**config.mk**
```make
export PLATFORM = sky130hd
export DESIGN_NAME = kbd_matrix_scanner
export DESIGN_NICKNAME = d
export VERILOG_FILES = /design/src/rtl/kbd_matrix_pkg.sv /design/src/rtl/kbd_break_stretch.sv /design/src/rtl/kbd_matrix_scanner.sv
export SDC_FILE = /design/constraint.sdc
export NUM_CORES = 1
export LEC_CHECK = 0
export ABC_AREA = 1
export BUFFER_PORTS_ARGS = -buffer_cell sky130_fd_sc_hd__buf_2
export CAP_MARGIN = 20
export CORE_ASPECT_RATIO = 1.1
export CORE_UTILIZATION = 46
export CTS_CLUSTER_DIAMETER = 150
export CTS_CLUSTER_SIZE = 28
export DETAILED_ROUTE_END_ITERATION = 8
export GPL_TIMING_DRIVEN = 0
export HOLD_SLACK_MARGIN = 0.05
export PLACE_DENSITY = 0.75
export SLEW_MARGIN = 20
export SYNTH_ARGS = -nofsm -noshare
export SYNTH_HDL_FRONTEND = slang
export SYNTH_HIERARCHICAL = 1
export SYNTH_SLANG_ARGS = --single-unit
```
**constraint.sdc**
```tcl
create_clock -name clk -period 2.31 [get_ports clk]
set_input_delay 0.1155 -clock clk [delete_from_list [all_inputs] [get_ports clk]]
set_output_delay 0.1155 -clock clk [all_outputs]
set_load 0.005 [all_outputs]
```
**src/rtl/kbd_matrix_pkg.sv**
```systemverilog
// Shared definitions for the keyboard matrix scanner.
// Holds the default parameter constants and the Break FSM state encoding.
package kbd_matrix_pkg;

    localparam int unsigned DefNumCols   = 10;
    localparam int unsigned DefNumRows   = 8;
    localparam int unsigned DefColW      = 4;
    localparam int unsigned DefRowW      = 3;
    localparam int unsigned DefBreakHold = 16;

    typedef enum logic [1:0] {
        StIdle,
        StHeld,
        StStretch
    } break_state_e;

endpackage

```
**src/rtl/kbd_break_stretch.sv**
```systemverilog
// Break key reset stretcher.
// Holds reset_out_n low while Break is held and for BREAK_HOLD cycles after release.
// Ports:
//   clk          sole clock
//   reset        asynchronous active-high reset
//   break_q      registered Break key state
//   reset_out_n  active-low system reset, low in HELD and STRETCH
module kbd_break_stretch
    import kbd_matrix_pkg::*;
#(
    parameter int unsigned BREAK_HOLD = DefBreakHold
) (
    input  logic clk,
    input  logic reset,
    input  logic break_q,
    output logic reset_out_n
);

    localparam int unsigned CntW = (BREAK_HOLD > 2) ? $clog2(BREAK_HOLD) : 1;
    localparam logic [CntW-1:0] CntLoad = CntW'(BREAK_HOLD - 1);

    break_state_e      state_q, state_d;
    logic [CntW-1:0]   cnt_q, cnt_d;

    always_ff @(posedge clk or posedge reset) begin
        if (reset) begin
            state_q <= StIdle;
            cnt_q   <= '0;
        end else begin
            state_q <= state_d;
            cnt_q   <= cnt_d;
        end
    end

    always_comb begin
        state_d = state_q;
        cnt_d   = cnt_q;
        unique case (state_q)
            StIdle: begin
                if (break_q) state_d = StHeld;
            end
            StHeld: begin
                if (!break_q) begin
                    state_d = StStretch;
                    cnt_d   = CntLoad;
                end
            end
            StStretch: begin
                if (break_q) begin
                    state_d = StHeld;
                end else if (cnt_q == '0) begin
                    state_d = StIdle;
                end else begin
                    cnt_d = cnt_q - 1'b1;
                end
            end
            default: state_d = StIdle;
        endcase
    end

    // Driven straight from the state register, so Break has no combinational path here.
    assign reset_out_n = (state_q == StIdle);

endmodule

```
**src/rtl/kbd_matrix_scanner.sv**
```systemverilog
// Keyboard matrix scanner with direct key test, free-run scan interrupt and Break reset.
// Optional build macro KBD_MATRIX_GHOST_EN models single-level matrix ghosting.
// Ports:
//   clk, reset              clock and asynchronous active-high reset
//   keys_down               key states, column c row r at bit c*NUM_ROWS+r
//   break_pressed           Break key
//   row_select              row tested in direct mode
//   column_select           column tested in direct mode
//   keyboard_enable_n       low = direct mode, high = free-run scan
//   irq_clear               clears key_irq
//   selected_key_pressed    selected key down (direct mode only)
//   key_in_column_pressed   any row 1..NUM_ROWS-1 down in decoded column
//   key_irq                 sticky free-run key detect
//   reset_out_n             active-low system reset from Break
//   scan_column             column counter
module kbd_matrix_scanner
    import kbd_matrix_pkg::*;
#(
    parameter int unsigned NUM_COLS   = DefNumCols,
    parameter int unsigned NUM_ROWS   = DefNumRows,
    parameter int unsigned COL_W      = DefColW,
    parameter int unsigned ROW_W      = DefRowW,
    parameter int unsigned BREAK_HOLD = DefBreakHold
) (
    input  logic                         clk,
    input  logic                         reset,
    input  logic [NUM_COLS*NUM_ROWS-1:0] keys_down,
    input  logic                         break_pressed,
    input  logic [ROW_W-1:0]             row_select,
    input  logic [COL_W-1:0]             column_select,
    input  logic                         keyboard_enable_n,
    input  logic                         irq_clear,
    output logic                         selected_key_pressed,
    output logic                         key_in_column_pressed,
    output logic                         key_irq,
    output logic                         reset_out_n,
    output logic [COL_W-1:0]             scan_column
);

    logic [NUM_COLS*NUM_ROWS-1:0] keys_q;
    logic                         break_q;
    logic [COL_W-1:0]             col_q, col_d;
    logic                         irq_q, irq_d;
    logic [COL_W-1:0]             dec_col;
    logic [NUM_ROWS-1:0]          raw_bits;
    logic [NUM_ROWS-1:0]          dec_bits;
    logic                         sel_bit;

    always_ff @(posedge clk or posedge reset) begin
        if (reset) begin
            keys_q  <= '0;
            break_q <= 1'b0;
            col_q   <= '0;
            irq_q   <= 1'b0;
        end else begin
            keys_q  <= keys_down;
            break_q <= break_pressed;
            col_q   <= col_d;
            irq_q   <= irq_d;
        end
    end

    always_comb begin
        col_d = keyboard_enable_n ? col_q + COL_W'(1) : column_select;
    end

    // Direct mode decodes the live select so the answer appears without a register stage.
    always_comb begin
        dec_col  = keyboard_enable_n ? col_q : column_select;
        raw_bits = '0;
        for (int c = 0; c < NUM_COLS; c++) begin
            if (dec_col == COL_W'(c)) raw_bits = keys_q[c*NUM_ROWS +: NUM_ROWS];
        end
    end

`ifdef KBD_MATRIX_GHOST_EN
    // Row 0 has diodes: it neither links columns nor receives ghosted keys.
    localparam logic [NUM_ROWS-1:0] RowMask = ~(NUM_ROWS'(1));

    always_comb begin
        dec_bits = raw_bits;
        for (int c = 0; c < NUM_COLS; c++) begin
            if ((keys_q[c*NUM_ROWS +: NUM_ROWS] & raw_bits & RowMask) != '0) begin
                dec_bits = dec_bits | (keys_q[c*NUM_ROWS +: NUM_ROWS] & RowMask);
            end
        end
    end
`else
    always_comb begin
        dec_bits = raw_bits;
    end
`endif

    always_comb begin
        sel_bit = 1'b0;
        for (int r = 0; r < NUM_ROWS; r++) begin
            if (row_select == ROW_W'(r)) sel_bit = dec_bits[r];
        end
    end

    always_comb begin
        key_in_column_pressed = |dec_bits[NUM_ROWS-1:1];
        selected_key_pressed  = ~keyboard_enable_n & sel_bit;
    end

    // Set wins over clear so a detect in the clearing cycle is not lost.
    always_comb begin
        irq_d = irq_q;
        if (irq_clear) irq_d = 1'b0;
        if (keyboard_enable_n && key_in_column_pressed) irq_d = 1'b1;
    end

    assign key_irq     = irq_q;
    assign scan_column = col_q;

    kbd_break_stretch #(
        .BREAK_HOLD (BREAK_HOLD)
    ) u_break_stretch (
        .clk         (clk),
        .reset       (reset),
        .break_q     (break_q),
        .reset_out_n (reset_out_n)
    );

endmodule

```
=== After elaboration in Yosys (flattened, before gate mapping) ===
Cells that the tools add are included.

* Register bits after elaboration: 92
* Output and inout bits: 8
* Logic and storage cells: 74
* Input bits: 92

* Reduce and logical (&&, ||, !) cells: 10
* Muxes and demuxes: 31
* Equality and inequality tests: 23
* Bitwise logic cells: 2
* $add $sub $neg: 2

{| class="wikitable"
|+ Operators with widths
! cell !! count
|-
| $mux W8 || 10
|-
| $mux W4 || 5
|-
| $eq A4 B3 Y1 const B || 4
|-
| $eq A3 B3 Y1 const B || 4
|-
| $mux W1 || 10
|-
| $eq A4 B2 Y1 const B || 2
|-
| $eq A4 B4 Y1 const B || 2
|-
| $logic_not A4 Y1 || 2
|-
| $mux W2 || 4
|-
| $pmux W4 S2 || 1
|-
| $reduce_or A7 Y1 || 1
|-
| $eq A3 B2 Y1 const B || 2
|-
| $ne A2 B2 Y1 const B || 3
|-
| $pmux W2 S3 || 1
|-
| $add A4 B1 Y4 const B || 1
|-
| $eq A4 B1 Y1 const B || 1
|-
| $reduce_and A4 Y1 || 1
|-
| $reduce_bool A2 Y1 || 2
|-
| $sub A4 B1 Y4 const B || 1
|-
| $eq A3 B1 Y1 const B || 1
|-
| $logic_not A3 Y1 || 1
|-
| $ne A3 B2 Y1 const B || 1
|-
| $reduce_and A3 Y1 || 1
|-
| $eq A2 B1 Y1 const B || 1
|-
| other kinds (6) || 6
|}

=== Longest topological paths before layout ===
* Depth in word-level cells: 21
* Depth in mapped cells: 17
* Depth with buffers taken out: 17

=== By module ===
Netlist, hierarchy kept.

{| class="wikitable"
|+ Modules (own cells, without submodules)
! module !! cells an instance !! area each (um^2) !! sequential area each (um^2) !! times used
|-
| kbd_matrix_scanner || 305 || 3,204.3 || 2,152.1 || 1
|-
| kbd_break_stretch || 51 || 352.8 || 150.1 || 1
|}

=== Least setup slack after synthesis ===
Ideal clock, no wire load.

* Path type: flip-flop to flip-flop
* Start point: reg col_q[3], in the netlist scan_column[3]
* End point: reg irq_q, in the netlist key_irq
* Cell stages (with the launch flop): 16
* Required time: 2.194 ns
* Period minus slack after synthesis: 1.865 ns
* Library setup time: 0.116 ns
* Setup slack: 0.445 ns
* Arrival: 1.748 ns
* Buffers on the path: 0
* Cell sequence: dfrtp_1 > nand2_2 > nand2_4 > inv_2 > nand2_4 > nor3_4 > inv_2 > or2_0 > nand2_1 > nand4_1 > nor2_2 > nand2_1 > nor3_2 > nand2_1 > nand2_1 > nand2_1

* Cells in the longest elaborated chain, start to end: 15
* Elaborated cells between the ends (all ways): 25
* Classes of those cells: eq/ne (9); mux (12); reduce/logical (4)

{| class="wikitable"
|+ Ends and longest elaborated chain
! element !! line !! text
|-
| start, declared || kbd_matrix_scanner.sv:42 || <nowiki>logic [COL_W-1:0] col_q, col_d;</nowiki>
|-
| start signal, assigned || kbd_matrix_scanner.sv:58 || <nowiki>col_q <= col_d;</nowiki>
|-
| $mux W4 * || kbd_matrix_scanner.sv:69 || <nowiki>dec_col = keyboard_enable_n ? col_q : column_select;</nowiki>
|-
| $logic_not A4 Y1 || kbd_matrix_scanner.sv:72 || <nowiki>if (dec_col == COL_W'(c)) raw_bits = keys_q[c*NUM_ROWS +: NUM_ROWS];</nowiki>
|-
| $mux W8 (9 in a row) || kbd_matrix_scanner.sv:72 ||
|-
| $mux W8 * || kbd_matrix_scanner.sv:72 ||
|-
| $reduce_or A7 Y1 * || kbd_matrix_scanner.sv:102 || <nowiki>key_in_column_pressed = |dec_bits[NUM_ROWS-1:1];</nowiki>
|-
| named net key_in_column_pressed || kbd_matrix_scanner.sv:34 || <nowiki>output logic key_in_column_pressed,</nowiki>
|-
| $logic_and A1 B1 Y1 * || kbd_matrix_scanner.sv:110 || <nowiki>if (keyboard_enable_n && key_in_column_pressed) irq_d = 1'b1;</nowiki>
|-
| $mux W1 or $reduce_bool A2 Y1 (tied branches) || n/a ||
|-
| end signal, assigned || kbd_matrix_scanner.sv:59 || <nowiki>irq_q <= irq_d;</nowiki>
|-
| end, declared || kbd_matrix_scanner.sv:43 || <nowiki>logic irq_q, irq_d;</nowiki>
|}

Mark *: on every way through the listed nets, which the timed path passes. The rest lies on a longest branch.
A chain may end at the register's enable or synchronous reset.

=== Worst setup path after layout ===
* Start point: reg col_q[0], in the netlist scan_column[0]
* End point: out selected_key_pressed

* Cells in the longest elaborated chain, start to end: 21
* Elaborated cells between the ends (all ways): 30
* Classes of those cells: eq/ne (9); mux (19); bitwise (1); reduce/logical (1)

{| class="wikitable"
|+ Ends and longest elaborated chain
! element !! line !! text
|-
| $mux W4 * || kbd_matrix_scanner.sv:69 ||
|-
| $logic_not A4 Y1 || kbd_matrix_scanner.sv:72 ||
|-
| $mux W8 (9 in a row) || kbd_matrix_scanner.sv:72 ||
|-
| $mux W8 * || kbd_matrix_scanner.sv:72 ||
|-
| $mux W1 (7 in a row) || kbd_matrix_scanner.sv:97 || <nowiki>if (row_select == ROW_W'(r)) sel_bit = dec_bits[r];</nowiki>
|-
| $mux W1 * || kbd_matrix_scanner.sv:97 ||
|-
| $and A1 B1 Y1 * || kbd_matrix_scanner.sv:103 || <nowiki>selected_key_pressed = ~keyboard_enable_n & sel_bit;</nowiki>
|-
| end, declared || kbd_matrix_scanner.sv:33 || <nowiki>output logic selected_key_pressed,</nowiki>
|}

Every way passes the cells marked *; elsewhere a longest branch is shown, timed or not.

==> flow_results.xml <==
<?xml version="1.0" encoding="UTF-8"?>
<metrics>
  <group name="yosys">
    <metric name="synthMuxAreaShare" unit="%">0</metric>
    <metric name="post_syn_instances" unit="">356</metric>
    <metric name="yosys-top-cells-area" unit="">sky130_fd_sc_hd__dfrtp_1 (65%), sky130_fd_sc_hd__nand2_1 (11%), sky130_fd_sc_hd__nand3_1 (4.4%)</metric>
    <metric name="synth_area_per_cell" unit="um^2">9.99</metric>
    <metric name="synth_compound_area_share" unit="%">3.69</metric>
    <metric name="synth_seq_area_share" unit="%">64.7</metric>
    <metric name="synth_nets" unit="">450</metric>
    <metric name="mappedNetlistArea" unit="mm^2">0.00356</metric>
    <metric name="post_synth_num_cell_types" unit="">28</metric>
    <metric name="area_fraction_in_and_or_nand_and_nor_cells_after_synthesis" unit="%">26.5</metric>
    <metric name="synth_top_family_by_area" unit="">simple AND/OR/NAND/NOR gates</metric>
    <metric name="synthFlopType" unit="">sky130_fd_sc_hd__dfrtp_1</metric>
    <metric name="synthesis.yosys.warnings" unit="">6</metric>
    <metric name="synth-edff-count" unit="">0</metric>
    <metric name="ys_ff_latch" unit="">92</metric>
    <metric name="post_synth_xor_area_fraction" unit="%">0</metric>
    <metric name="yosys.area.top_type_share" unit="%">64.7</metric>
    <metric name="yosys.area_share.adder" unit="%">0.703</metric>
    <metric name="synth_async_sr_flop_share" unit="%">100</metric>
    <metric name="synth.cells.most_frequent" unit="">sky130_fd_sc_hd__nand2_1 (103), sky130_fd_sc_hd__dfrtp_1 (92), sky130_fd_sc_hd__inv_1 (33)</metric>
    <metric name="yosys.area.top_type" unit="">sky130_fd_sc_hd__dfrtp_1</metric>
    <metric name="yosys.cell_count.top_type" unit="">sky130_fd_sc_hd__nand2_1</metric>
  </group>
  <group name="worst_setup_path">
    <metric name="critPathRequiredTime" unit="ps">2190</metric>
    <metric name="critical_path_peak_fanout" unit="">4</metric>
    <metric name="crit_path_frequent_cell" unit="">sky130_fd_sc_hd__a21oi_1</metric>
    <metric name="crit_type" unit="">flop to output pin</metric>
    <metric name="crit_path_start_kind" unit="">flop</metric>
    <metric name="worstReg2RegEnd" unit="">key_irq</metric>
    <metric name="crit_path_max_incr_delay" unit="ps">380</metric>
    <metric name="crit_slowest_cell" unit="">sky130_fd_sc_hd__dfrtp_1</metric>
    <metric name="cp_data_arrival_time" unit="ps">2400</metric>
    <metric name="crit_path_end_kind" unit="">output pin</metric>
    <metric name="timing.reg2reg.setup_slack" unit="ps">220</metric>
    <metric name="cp_cell_sequence" unit="">inv_1, nand2_2, nand2_2, nand2_1, inv_2, nand2_4, inv_4, a21oi_1, nand4_1, a21oi_1, nand4_1, o21ai_0, a21oi_1, buf_2</metric>
    <metric name="regToRegStartpoint" unit="">scan_column[0]</metric>
    <metric name="cp_num_buf_inv" unit="">4</metric>
    <metric name="cp-startpoint" unit="">scan_column[0]</metric>
    <metric name="path_delay_family" unit="">simple AND/OR/NAND/NOR gates</metric>
    <metric name="rr_worst_depth" unit="">12</metric>
  </group>
  <group name="cells_and_area">
    <metric name="final_cell_count_no_fill" unit="">676</metric>
    <metric name="drive_gt1_share" unit="%">31.2</metric>
    <metric name="area_growth" unit="%">53.7</metric>
    <metric name="final.fill_count" unit="">484</metric>
    <metric name="postLayoutCoreUtil" unit="%">73.2</metric>
    <metric name="nNetsFinal" unit="">659</metric>
  </group>
  <group name="placed_design">
    <metric name="number_of_port_buffers" unit="">99</metric>
    <metric name="dpl.cell_count" unit="">562</metric>
    <metric name="dpl.hpwl" unit="um">5760</metric>
    <metric name="weighted_congestion_reported_at_the_end_of_routability_driven_placement" unit="">0.944</metric>
  </group>
  <group name="global_routing">
    <metric name="maximum_number_of_pins_on_one_net_before_global_route_repair" unit="">37</metric>
    <metric name="globalRoute.busiestLayer" unit="">met2</metric>
    <metric name="antenna_found_initial" unit="">1</metric>
    <metric name="wire_length_of_the_first_global_routing_pass" unit="um">16000</metric>
    <metric name="use_met3" unit="%">4.83</metric>
    <metric name="grtUsageMet2" unit="%">46.6</metric>
    <metric name="met1_usage" unit="%">31.2</metric>
    <metric name="gr-total-overflow" unit="">0</metric>
    <metric name="grt_pass1_vias" unit="">3459</metric>
    <metric name="overall_global_routing_resource_usage" unit="%">26.8</metric>
  </group>
  <group name="timing">
    <metric name="grt_setup_unrepaired" unit="">yes</metric>
    <metric name="transition_time_at_the_pin_with_the_least_slew_margin" unit="ps">541</metric>
    <metric name="final_max_slew_viol_count" unit="">0</metric>
    <metric name="max_slew_headroom_at_the_worst_pin" unit="%">63.9</metric>
    <metric name="timing.final.setup_violations" unit="">2</metric>
    <metric name="final_critical_path_setup_slack" unit="ps">-204</metric>
    <metric name="finalWorstPathRequiredPeriod" unit="ps">2510</metric>
    <metric name="timing_hold_violations_final" unit="">0</metric>
    <metric name="skew" unit="ps">7.55</metric>
    <metric name="fmax" unit="GHz">0.398</metric>
    <metric name="finalCritPeriodShare" unit="%">109</metric>
  </group>
  <group name="clock_network">
    <metric name="cts_num_sinks" unit="">92</metric>
    <metric name="clkLatencyLatePin" unit="ps">360</metric>
    <metric name="cts-buffers-inserted" unit="">9</metric>
    <metric name="worst_setup_hold_path_clk_slew" unit="ps">90</metric>
    <metric name="cts-root-buf" unit="">sky130_fd_sc_hd__clkbuf_8</metric>
    <metric name="maximum_root_to_sink_buffer_count" unit="">2</metric>
    <metric name="htree_levels" unit="">3</metric>
    <metric name="cts_tree" unit="">yes</metric>
  </group>
  <group name="power">
    <metric name="p_leak" unit="uW">0.00269</metric>
    <metric name="vdd_ir_drop_max" unit="V">0.000413</metric>
    <metric name="p_per_area" unit="mW/mm^2">667</metric>
  </group>
  <group name="die">
    <metric name="num_io_pins" unit="">100</metric>
    <metric name="placement_rows" unit="">33</metric>
    <metric name="die-area" unit="mm^2">0.00809</metric>
    <metric name="die_width" unit="um">85.8</metric>
    <metric name="die_height" unit="um">94.2</metric>
    <metric name="initial_core_util" unit="%">47.6</metric>
    <metric name="placeableCoreArea" unit="mm^2">0.00747</metric>
  </group>
  <group name="status">
    <metric name="status" unit="">finished with violations</metric>
    <metric name="violations" unit="">negative setup slack</metric>
  </group>
  <group name="detailed_routing">
    <metric name="drt_iter0_markers" unit="">127</metric>
    <metric name="antenna_violating_nets_post_route" unit="">0</metric>
    <metric name="viasPerCell" unit="">4.77</metric>
    <metric name="wire_per_inst" unit="um">14.7</metric>
    <metric name="remaining_drcs" unit="">0</metric>
    <metric name="routed-via-count" unit="">3225</metric>
    <metric name="detail_route.wirelength" unit="um">9910</metric>
    <metric name="drt_pre_antenna_iters" unit="">4</metric>
  </group>
  <group name="run">
    <metric name="timing.max_cap.violations" unit="">0</metric>
  </group>
  <group name="min_path">
    <metric name="start_point_of_the_worst_min_delay_path" unit="">keyboard_enable_n</metric>
    <metric name="hold_path_depth" unit="">3</metric>
    <metric name="hp-class" unit="">primary input to flop</metric>
    <metric name="worstHoldEndpoint" unit="">scan_column[2]</metric>
  </group>
</metrics>
power breakdown:
group / switching [uW] / leakage (uW) / internal (uW)
clock network: 553 / 0.000110 / 590
logic: 394 / 0.00152 / 338
registers: 56.8 / 0.00107 / 1710
kinds of logic (layout without fill, tap and decap cells):
| family | count (synthesis) | after routing |
|---|---|---|
| simple gates | 199 | 199 |
| flops | 92 | 92 |
| buf+inv | 39 | 253 |
| compound gates | 24 | 24 |
| fa+ha+maj | 2 | 2 |
| other cells | 0 | 1 |
registers in the layout, indices dropped and copies added, names as in the netlist:
name / cells
scan_column: 4
u_break_stretch/cnt_q: 4
key_irq: 1
break_q: 1
keys_q: 80
u_break_stretch/state_q: 2
routing by layer:
| metal | part of all wire [%] | wire (um) |
|---|---|---|
| met5 | 0 | 0 |
| met4 | 4.6 | 452 |
| met3 | 4.8 | 473 |
| met2 | 52 | 5150 |
| met1 | 39 | 3830 |
worst register-to-register path, cell delays in order (launching register included):
cell and delay (ps):
sky130_fd_sc_hd__dfrtp_1 410, sky130_fd_sc_hd__nand2_1 80, sky130_fd_sc_hd__nand2_1 160, sky130_fd_sc_hd__nand2_1 250
sky130_fd_sc_hd__nor2_4 110, sky130_fd_sc_hd__nand2_1 70, sky130_fd_sc_hd__nand4_1 130, sky130_fd_sc_hd__nor2_2 150
sky130_fd_sc_hd__nand4_1 170, sky130_fd_sc_hd__nor3_2 270, sky130_fd_sc_hd__nand2_2 90, sky130_fd_sc_hd__nand2_1 70
sky130_fd_sc_hd__nand2_1 40
per-stage QoR:
step,hold WS [ps],setup WS (ps),area (um^2),setup TNS (ps),total power [uW]
3_5_place_dp,77.3,69.7,4230,0,2320
4_1_cts,131,-167,5430,-323,3600
6_report,137,-204,5470,-380,3650
3_3_place_gp,70.6,96.3,4190,0,2300
5_1_grt,164,-450,5470,-814,3820
2_1_floorplan,-93.5,445,3560,0,2110
timing repair:
item / 4_1_cts / 5_1_grt
pin swaps: 19 / 4
setup endpoints to repair: 2 / 3
cloned: 0 / 0
resized for setup: 21 / 8
hold buffers: 85 / 0
hold endpoints to repair: 112 / 0
setup buffers: 10 / 2
layout make-up:
class / count / area [um^2] / area share, %
flip-flops and latches: 92 / 2300 / 42.1
repair buffers: 198 / 1480 / 27.0
inverters: 37 / 148 / 2.70
diodes: 1 / 2.50 / 0.0458
well taps: 105 / 131 / 2.40
plain buffers: 2 / 22.5 / 0.412
clock buffers: 13 / 169 / 3.09
clock inverters: 3 / 43.8 / 0.801
multi-input cells: 225 / 1170 / 21.4
how the worst max path moves through the flow:
stage,cells after the start,endpoint
after CTS,16,selected_key_pressed
after floorplan,15,key_irq
after detailed placement,16,selected_key_pressed
after global routing,17,selected_key_pressed
after global placement,16,selected_key_pressed
final,14,selected_key_pressed
placed cells by master, fill, tap and decap left out, drive strengths merged:
cell type / netlist / routed
buf: 2 / 115
nand2: 112 / 112
dfrtp: 92 / 92
dlygate4sd3: 0 / 85
inv: 37 / 36
nor2: 33 / 33
nand3: 32 / 32
a21oi: 16 / 16
clkbuf: 0 / 13
nand4: 11 / 11
or2: 5 / 5
nor3: 5 / 5
o21ai: 3 / 3
o211ai: 2 / 2
ha: 2 / 2
clkinv: 0 / 2
diode: 0 / 1
a31oi: 1 / 1
a21boi: 1 / 1
nor3b: 1 / 1
clkinvlp: 0 / 1
bufinv: 0 / 1
o21bai: 1 / 1
Note: power is estimated with default switching activity, not from simulation.
